## config.mk

```make
export PLATFORM = sky130hd
export DESIGN_NAME = clint
export DESIGN_NICKNAME = d
export VERILOG_FILES = /design/src/rtl/clint_pkg.sv /design/src/rtl/clint_prescaler.sv /design/src/rtl/clint.sv
export SDC_FILE = /design/constraint.sdc
export NUM_CORES = 1
export LEC_CHECK = 0
export ABC_AREA = 1
export BUFFER_PORTS_ARGS = -buffer_cell sky130_fd_sc_hd__buf_2
export CAP_MARGIN = 25
export CORE_ASPECT_RATIO = 1.5
export CORE_MARGIN = 3
export CORE_UTILIZATION = 43
export CTS_CLUSTER_DIAMETER = 80
export DETAILED_ROUTE_END_ITERATION = 6
export PLACE_DENSITY = 0.71
export SLEW_MARGIN = 10
export SYNTH_ARGS = -nofsm -noshare
export SYNTH_HDL_FRONTEND = slang
export SYNTH_SLANG_ARGS = --single-unit
```

## constraint.sdc

```tcl
create_clock -name clk -period 8.1 [get_ports clk]
set_clock_uncertainty 0.1 [all_clocks]
set_input_delay 0.81 -clock clk [delete_from_list [all_inputs] [get_ports clk]]
set_output_delay 0.81 -clock clk [all_outputs]
set_load 0.02 [all_outputs]
```

## src/rtl/clint_pkg.sv

```systemverilog
// Shared register offsets, register-state type and reset image for the core-local interruptor.
package clint_pkg;

    localparam logic [31:0] clint_msip      = 32'h0000_0000;
    localparam logic [31:0] clint_mtimecmp  = 32'h0000_4000;
    localparam logic [31:0] clint_mtimecmph = 32'h0000_4004;
    localparam logic [31:0] clint_mtime     = 32'h0000_BFF8;
    localparam logic [31:0] clint_mtimeh    = 32'h0000_BFFC;

    typedef struct packed {
        logic        msip;
        logic [63:0] mtimecmp;
        logic [63:0] mtime;
        logic [15:0] prescaler;
    } clint_reg_type;

    localparam clint_reg_type init_clint_reg = '{
        msip:      1'b0,
        mtimecmp:  {64{1'b1}},
        mtime:     64'd0,
        prescaler: 16'd0
    };

    function automatic logic [31:0] byte_merge(input logic [31:0] old,
                                               input logic [31:0] wdata,
                                               input logic [3:0]  wstrb);
        logic [31:0] res;
        res = old;
        for (int b = 0; b < 4; b++) begin
            if (wstrb[b]) res[8*b +: 8] = wdata[8*b +: 8];
        end
        return res;
    endfunction

endpackage

```

## src/rtl/clint_prescaler.sv

```systemverilog
// Divides clk down to the mtime tick rate: one tick every RTC_DIV cycles.
module clint_prescaler #(
    parameter int RTC_DIV = 1
) (
    input  logic clk,
    input  logic rst,
    output logic tick
);

    localparam logic [15:0] last_count = 16'(RTC_DIV - 1);

    logic [15:0] count;

    assign tick = (count == last_count);

    always_ff @(posedge clk) begin
        if (rst) begin
            count <= 16'd0;
        end else if (tick) begin
            count <= 16'd0;
        end else begin
            count <= count + 16'd1;
        end
    end

endmodule

```

## src/rtl/clint.sv

```systemverilog
// Core-local interruptor: mtime/mtimecmp/msip behind a single-cycle bus slave.
// Build option CLINT_MTIME_LATCH_EN: reading mtime low snapshots the high half for an atomic pair read.
module clint #(
    parameter int          RTC_DIV   = 1,
    parameter logic [31:0] ADDR_MASK = 32'h0000FFFF
) (
    input  logic        clk,
    input  logic        rst,
    input  logic        mem_valid,
    input  logic        mem_instr,
    input  logic [31:0] mem_addr,
    input  logic [31:0] mem_wdata,
    input  logic [3:0]  mem_wstrb,
    output logic [31:0] mem_rdata,
    output logic        mem_ready,
    output logic        mtip,
    output logic        msip,
    output logic [63:0] mtime
);
    import clint_pkg::*;

    logic          tick;
    clint_reg_type r, r_next;
    logic [31:0]   off;
    logic          wr, rd;
    logic [63:0]   mtime_inc;
    logic [31:0]   rdata_next;

    clint_prescaler #(.RTC_DIV(RTC_DIV)) u_prescaler (
        .clk  (clk),
        .rst  (rst),
        .tick (tick)
    );

    // The tick count itself lives in clint_prescaler; r.prescaler holds its reset image only.
    always_comb begin
        r_next    = r;
        off       = mem_addr & ADDR_MASK;
        wr        = mem_valid && !mem_instr && (mem_wstrb != 4'b0000);
        rd        = mem_valid && !wr;
        mtime_inc = tick ? r.mtime + 64'd1 : r.mtime;
        r_next.mtime = mtime_inc;
        if (wr) begin
            case (off)
                clint_msip:      if (mem_wstrb[0]) r_next.msip = mem_wdata[0];
                clint_mtimecmp:  r_next.mtimecmp[31:0]  = byte_merge(r.mtimecmp[31:0], mem_wdata, mem_wstrb);
                clint_mtimecmph: r_next.mtimecmp[63:32] = byte_merge(r.mtimecmp[63:32], mem_wdata, mem_wstrb);
                // A half-write suppresses the carry into/out of the other half.
                clint_mtime:     r_next.mtime = {r.mtime[63:32], byte_merge(mtime_inc[31:0], mem_wdata, mem_wstrb)};
                clint_mtimeh:    r_next.mtime = {byte_merge(mtime_inc[63:32], mem_wdata, mem_wstrb), r.mtime[31:0]};
                default: ;
            endcase
        end
    end

`ifdef CLINT_MTIME_LATCH_EN
    logic [31:0] mtime_shadow;

    always_ff @(posedge clk) begin
        if (rst) begin
            mtime_shadow <= 32'd0;
        end else if (rd && off == clint_mtime) begin
            mtime_shadow <= r.mtime[63:32];
        end else if (wr && off == clint_mtimeh) begin
            mtime_shadow <= r_next.mtime[63:32];
        end
    end
`endif

    always_comb begin
        rdata_next = 32'd0;
        if (rd) begin
            case (off)
                clint_msip:      rdata_next = {31'd0, r.msip};
                clint_mtimecmp:  rdata_next = r.mtimecmp[31:0];
                clint_mtimecmph: rdata_next = r.mtimecmp[63:32];
                clint_mtime:     rdata_next = r.mtime[31:0];
`ifdef CLINT_MTIME_LATCH_EN
                clint_mtimeh:    rdata_next = mtime_shadow;
`else
                clint_mtimeh:    rdata_next = r.mtime[63:32];
`endif
                default:         rdata_next = 32'd0;
            endcase
        end
    end

    always_ff @(posedge clk) begin
        if (rst) begin
            r         <= init_clint_reg;
            mem_ready <= 1'b0;
            mem_rdata <= 32'd0;
            mtip      <= 1'b0;
        end else begin
            r         <= r_next;
            mem_ready <= mem_valid;
            mem_rdata <= rdata_next;
            mtip      <= (r_next.mtime >= r_next.mtimecmp);
        end
    end

    assign msip  = r.msip;
    assign mtime = r.mtime;

endmodule

```

# Word-level counts from Yosys, hierarchy flattened
# Index checks and enable logic that the tools add are counted.
[totals]
regBits = 179
in_bits = 72
output_inout_bits = 99
elab_cells = 48
[classes]
n_addsub = 2
n_lt_le_gt_ge = 1
n_eq_ne = 4
n_mux = 22
bitwise_logic = 1
n_reduce_logical = 11
[op_table]
columns = ["op", "n"]
rows = [
  ["$pmux W32 S5", 1],
  ["$mux W128", 1],
  ["$mux W8", 16],
  ["$pmux W64 S2", 1],
  ["$add A64 B1 Y64 const B", 1],
  ["$ge A64 B64 Y1", 1],
  ["$mux W32", 2],
  ["$mux W64", 1],
  ["$eq A16 B15 Y1 const B", 2],
  ["$eq A16 B16 Y1 const B", 2],
  ["$logic_not A32 Y1", 1],
  ["$add A16 B1 Y16 const B", 1],
  ["$logic_not A16 Y1", 1],
  ["$reduce_bool A4 Y1", 1],
  ["$reduce_or A2 Y1", 2],
  ["$logic_and A1 B1 Y1", 3],
  ["$reduce_and A3 Y1", 1],
  ["$logic_not A1 Y1", 2],
  ["$not A1 Y1", 1],
]

# Logic depth before layout (Yosys ltp)
[depth]
ltp_word = 7
depth_mapped = 27
ltp_nobuf = 27

# By module
# From an unflattened synthesis, not the netlist that was laid out.
[hier_totals]
cells_unflattened = 2105
area_unflattened_um2 = 13135.1
[by_module_without_submodules]
columns = ["module", "n_inst", "cells_each", "area_per_inst_um2", "seq_area_each_um2"]
rows = [
  ["clint", 1, 1976, 12261.8, 3263.1],
  ["clint_prescaler", 1, 129, 873.3, 320.3],
]

# Least setup slack after synthesis
# OpenSTA, ideal clock, no wires.
[synth_path]
path_kind = "input-to-reg"
from = "in mem_addr[1]"
to = "reg mtip"
setup_ns = 0.110
arrival_time_ns = 3.173
required_ns = 7.890
path_slack_ns = 4.717
stages = 23
n_path_buf = 1
path_cell_list = "or2_4 > nor2_4 > nand3_1 > nor2_4 > inv_2 > nand2_1 > nand2_4 > clkinv_2 > buf_4 > nand2_1 > nand2_1 > nand2_1 > ha_1 > a21oi_1 > o21ai_0 > nand2_1 > o211ai_1 > nand2_1 > a21oi_1 > nor2_1 > nand3_1 > nand2_1 > inv_1"
[synth_rtl]
columns = ["item", "line_no", "text"]
rows = [
  ["from (decl)", "clint.sv:11", "input logic [31:0] mem_addr,"],
  ["to (signal assigned)", "clint.sv:98", "mtip <= (r_next.mtime >= r_next.mtimecmp);"],
  ["to (decl)", "clint.sv:16", "output logic mtip,"],
]

==> impl_results.md <==
* Status: complete, no violations
* Top cells by count, synth: nand2_1, nor2_1, inv_1, dfxtp_1, a21oi_1
* Setup Viol. Count Final at 0
* Maximum VDD drop at 157 uV
* Switch share at 24.4%
* Layout Cells excl Fill at 2573
* Critical Path RT at 8.37 ns
* Static Leak at between 6 and 7 nW
* Synth Instances at 2101
* Initial antenna violation count at 0
* Root Buffer: clkbuf_16
* Die ar. at 32600 sq um
* Hold Path Class: flop to flop
* Sw Pwr at about 470 uW
* Synth top area share at 27.4%
* Core footprint at between 20000 and 30000 sq um
* Clk sinks at 179
* Post-synth top flop: dfxtp_1
* Vias in the first global route at 13.8k
* Global-route wire length before repair at ~80000 um
* Final period util at a little under two thirds
* Mapped Nets at 2240
* Crit path time final at 5.15 ns
* Hold Buf Count CTS at 0
* Largest net degree at the start of global routing at 66
* TritonCTS buffer count at 17
* Crit path DAT at 5.42 ns
* Post-detailed-route wirelength per cell at 21.0 um
* Via count at 14.6k
* Worst R2R Setup Slack at 3.39 ns
* Die Y at 220 um
* Clock latency on the worst-skew pair at 0.48 ns
* Yosys cell types at 45
* Worst-margin pin slew at a little under 1 ns
* HPWL after DPL at around 40000 um
* Power density cells at about 130 nW/um^2
* Worst Setup Start Kind: input pin
* Sum Neg Setup Slack at 0 ns
* Clk slew on worst S/H paths at 0.07 ns
* Yosys reg bits at ~180
* Final Hold Viols at 0
* Initial core utilization at between 40% and 50%
* Crit Path Category: input pin to flop
* Site Rows at 77
* EDFF count, synth at 0
* Critical path endpoint category: flop
* FF/Latch Area at about 3600 sq um
* Met3 usage at 5.51%
* Total Power Consumption at 1.93 mW
* M1 GR Usage at 35.7%
* Comb pwr share at 4.4%
* Port buffer count at 154
* DRT Pass-1 Iters at 7
* Layout cells sized above 1 at 11.9%
* Count leader, synth: nand2_1
* Achievable Freq at 194 MHz
* Post-CTS sizing at 0
* CP max FO at 45
* Flop pwr share at a little under half
* # H-tree levels at 4
* Die width at between 100 and 150 um
* Async SR Flop Fraction at 0%
* Slew headroom at 33.9%
* Syn Area/Cell at 6.23 sq um
* Nets at 2304
* Multi-input logic area at 7990 sq um
* Global routing's busiest layer: met2
* Dpl cells at 2541
* Ports at between 150 and 200
* Post-synthesis sequential area ratio at 27.4%
* WL final at 53900 um
* RSZ-0062 raised after global routing: no
* Area delta synth->final at 10.2%
* Vias per cell at roughly 5.7
* Cell internal pwr at 1.46 mW
* Total GRT Usage at 32.3%
* DR DRC count at 0
* Placer Congestion at 1.03
* Final ANT Viol Nets at 0
* Power share of the clock group at just under 50%
* Max-cap viol count at 0
* Clock buffer depth at 2
* CTS tree: built
* DRT iter0 DRCs at between 1k and 1.5k
* YS warnings at 0
* Post-CTS setup repair buffer count at 0
* Synth area leaders: dfxtp_1, nand2_1, nor2_1
* Fill cells at between 3k and 4k
* Routing usage on met2 at 56.0%
* Final slew viol count at 0
* GRT Residual Overflow at 0
* Synth area leader: dfxtp_1
* Synthesized cell area at 13100 sq um
[per-stage QoR]
| stage | setup slack, ns | hold WS (ns) | utilization, % | area (sq um) |
|---|---|---|---|---|
| global route | 2.80 | 0.400 | 48.4 | 14400 |
| global placement | 2.65 | 0.341 | 46.3 | 13800 |
| finish | 2.95 | 0.365 | 48.4 | 14400 |
| floorplan | 4.72 | 0.330 | - | 13100 |
| detailed placement | 2.62 | 0.357 | 46.3 | 13800 |
| CTS | 3.12 | 0.375 | 48.4 | 14400 |
[layout make-up]
type	count	share of cell area, %
inverter	203	5.29
clock buffer	17	2.95
antenna	1	0.0174
sequential	179	24.8
clock inverter	14	1.55
multi-input combinational	1588	55.4
timing repair buffer	176	6.49
tap	395	3.43
[power groups by stage]
| stage | clock network [mW] | registers [mW] | logic, mW |
|---|---|---|---|
| CTS | 0.966 | 0.883 | 0.0832 |
| finish | 0.957 | 0.883 | 0.0857 |
| global route | 0.995 | 0.883 | 0.0913 |
| floorplan | 0 | 0.903 | 0.0440 |
| global placement | 0 | 0.903 | 0.0820 |
| detailed placement | 0 | 0.904 | 0.0827 |
[placed cells by master, fill, tap and decap left out, drive strengths merged]
| cell | n |
|---|---|
| a211oi | 14 |
| a21oi | 121 |
| a221oi | 14 |
| a22oi | 1 |
| a31oi | 1 |
| a32o | 2 |
| and2 | 3 |
| and3 | 1 |
| buf | 176 |
| bufinv | 5 |
| clkbuf | 17 |
| clkinv | 6 |
| clkinvlp | 1 |
| dfxtp | 179 |
| diode | 1 |
| ha | 67 |
| inv | 205 |
| mux2i | 45 |
| nand2 | 633 |
| nand3 | 114 |
| nand3b | 3 |
| nand4 | 33 |
| nor2 | 315 |
| nor3 | 34 |
| nor3b | 2 |
| nor4 | 5 |
| o211ai | 5 |
| o21a | 3 |
| o21ai | 110 |
| o21bai | 2 |
| o221ai | 1 |
| o22ai | 17 |
| or2 | 18 |
| xor2 | 24 |
[metal layers]
layer	wire length, um	up-vias
met5	0	-
met3	3830	213
met4	3970	0
li1	-	6877
met1	19700	6730
met2	26500	755
[cells by family (layout without fill, tap and decap cells)]
group	after synthesis	in the layout	share of synthesized area, %
AOI/OAI and AO/OA	291	291	12.3
xor gates and xnor gates	24	24	1.61
adders and majority gates	67	67	6.41
buffers and inverters	334	410	11.7
DFF	179	179	27.4
muxes	45	45	3.44
other	0	1	0
and+or+nand+nor	1161	1161	37.2
[final timing paths]
check | start | endpoint | depth (start not counted)
worst max-delay path | mem_wstrb[0] | mtip | 20
worst min-delay path | u_prescaler.count[0] | u_prescaler.count[0] | 1
worst max register to register | u_prescaler.count[0] | mtip | 26
worst min register to register | u_prescaler.count[0] | u_prescaler.count[0] | 1
[state kept, by name, indices dropped and copies added, names as in the netlist]
register / cells
mtime: 64
mtip: 1
mem_rdata: 32
r: 64
msip: 1
u_prescaler.count: 16
mem_ready: 1
[critical path: stages]
cell and delay (ns):
buf_2 0.15, inv_1 0.60, nand4_1 0.35, nand2_1 0.21, inv_2 0.21, nand2_4 0.28, clkinv_2 0.69, nand2_1 0.30
nand2_1 0.11, ha_1 0.31, a21oi_1 0.16, nor2_1 0.06, a211oi_1 0.37, a21oi_1 0.14, nor2_1 0.29, nand2_1 0.08
nand2_1 0.07, nand3_1 0.07, nand2_1 0.07, inv_1 0.04
Power figures use the tool's default switching activity.
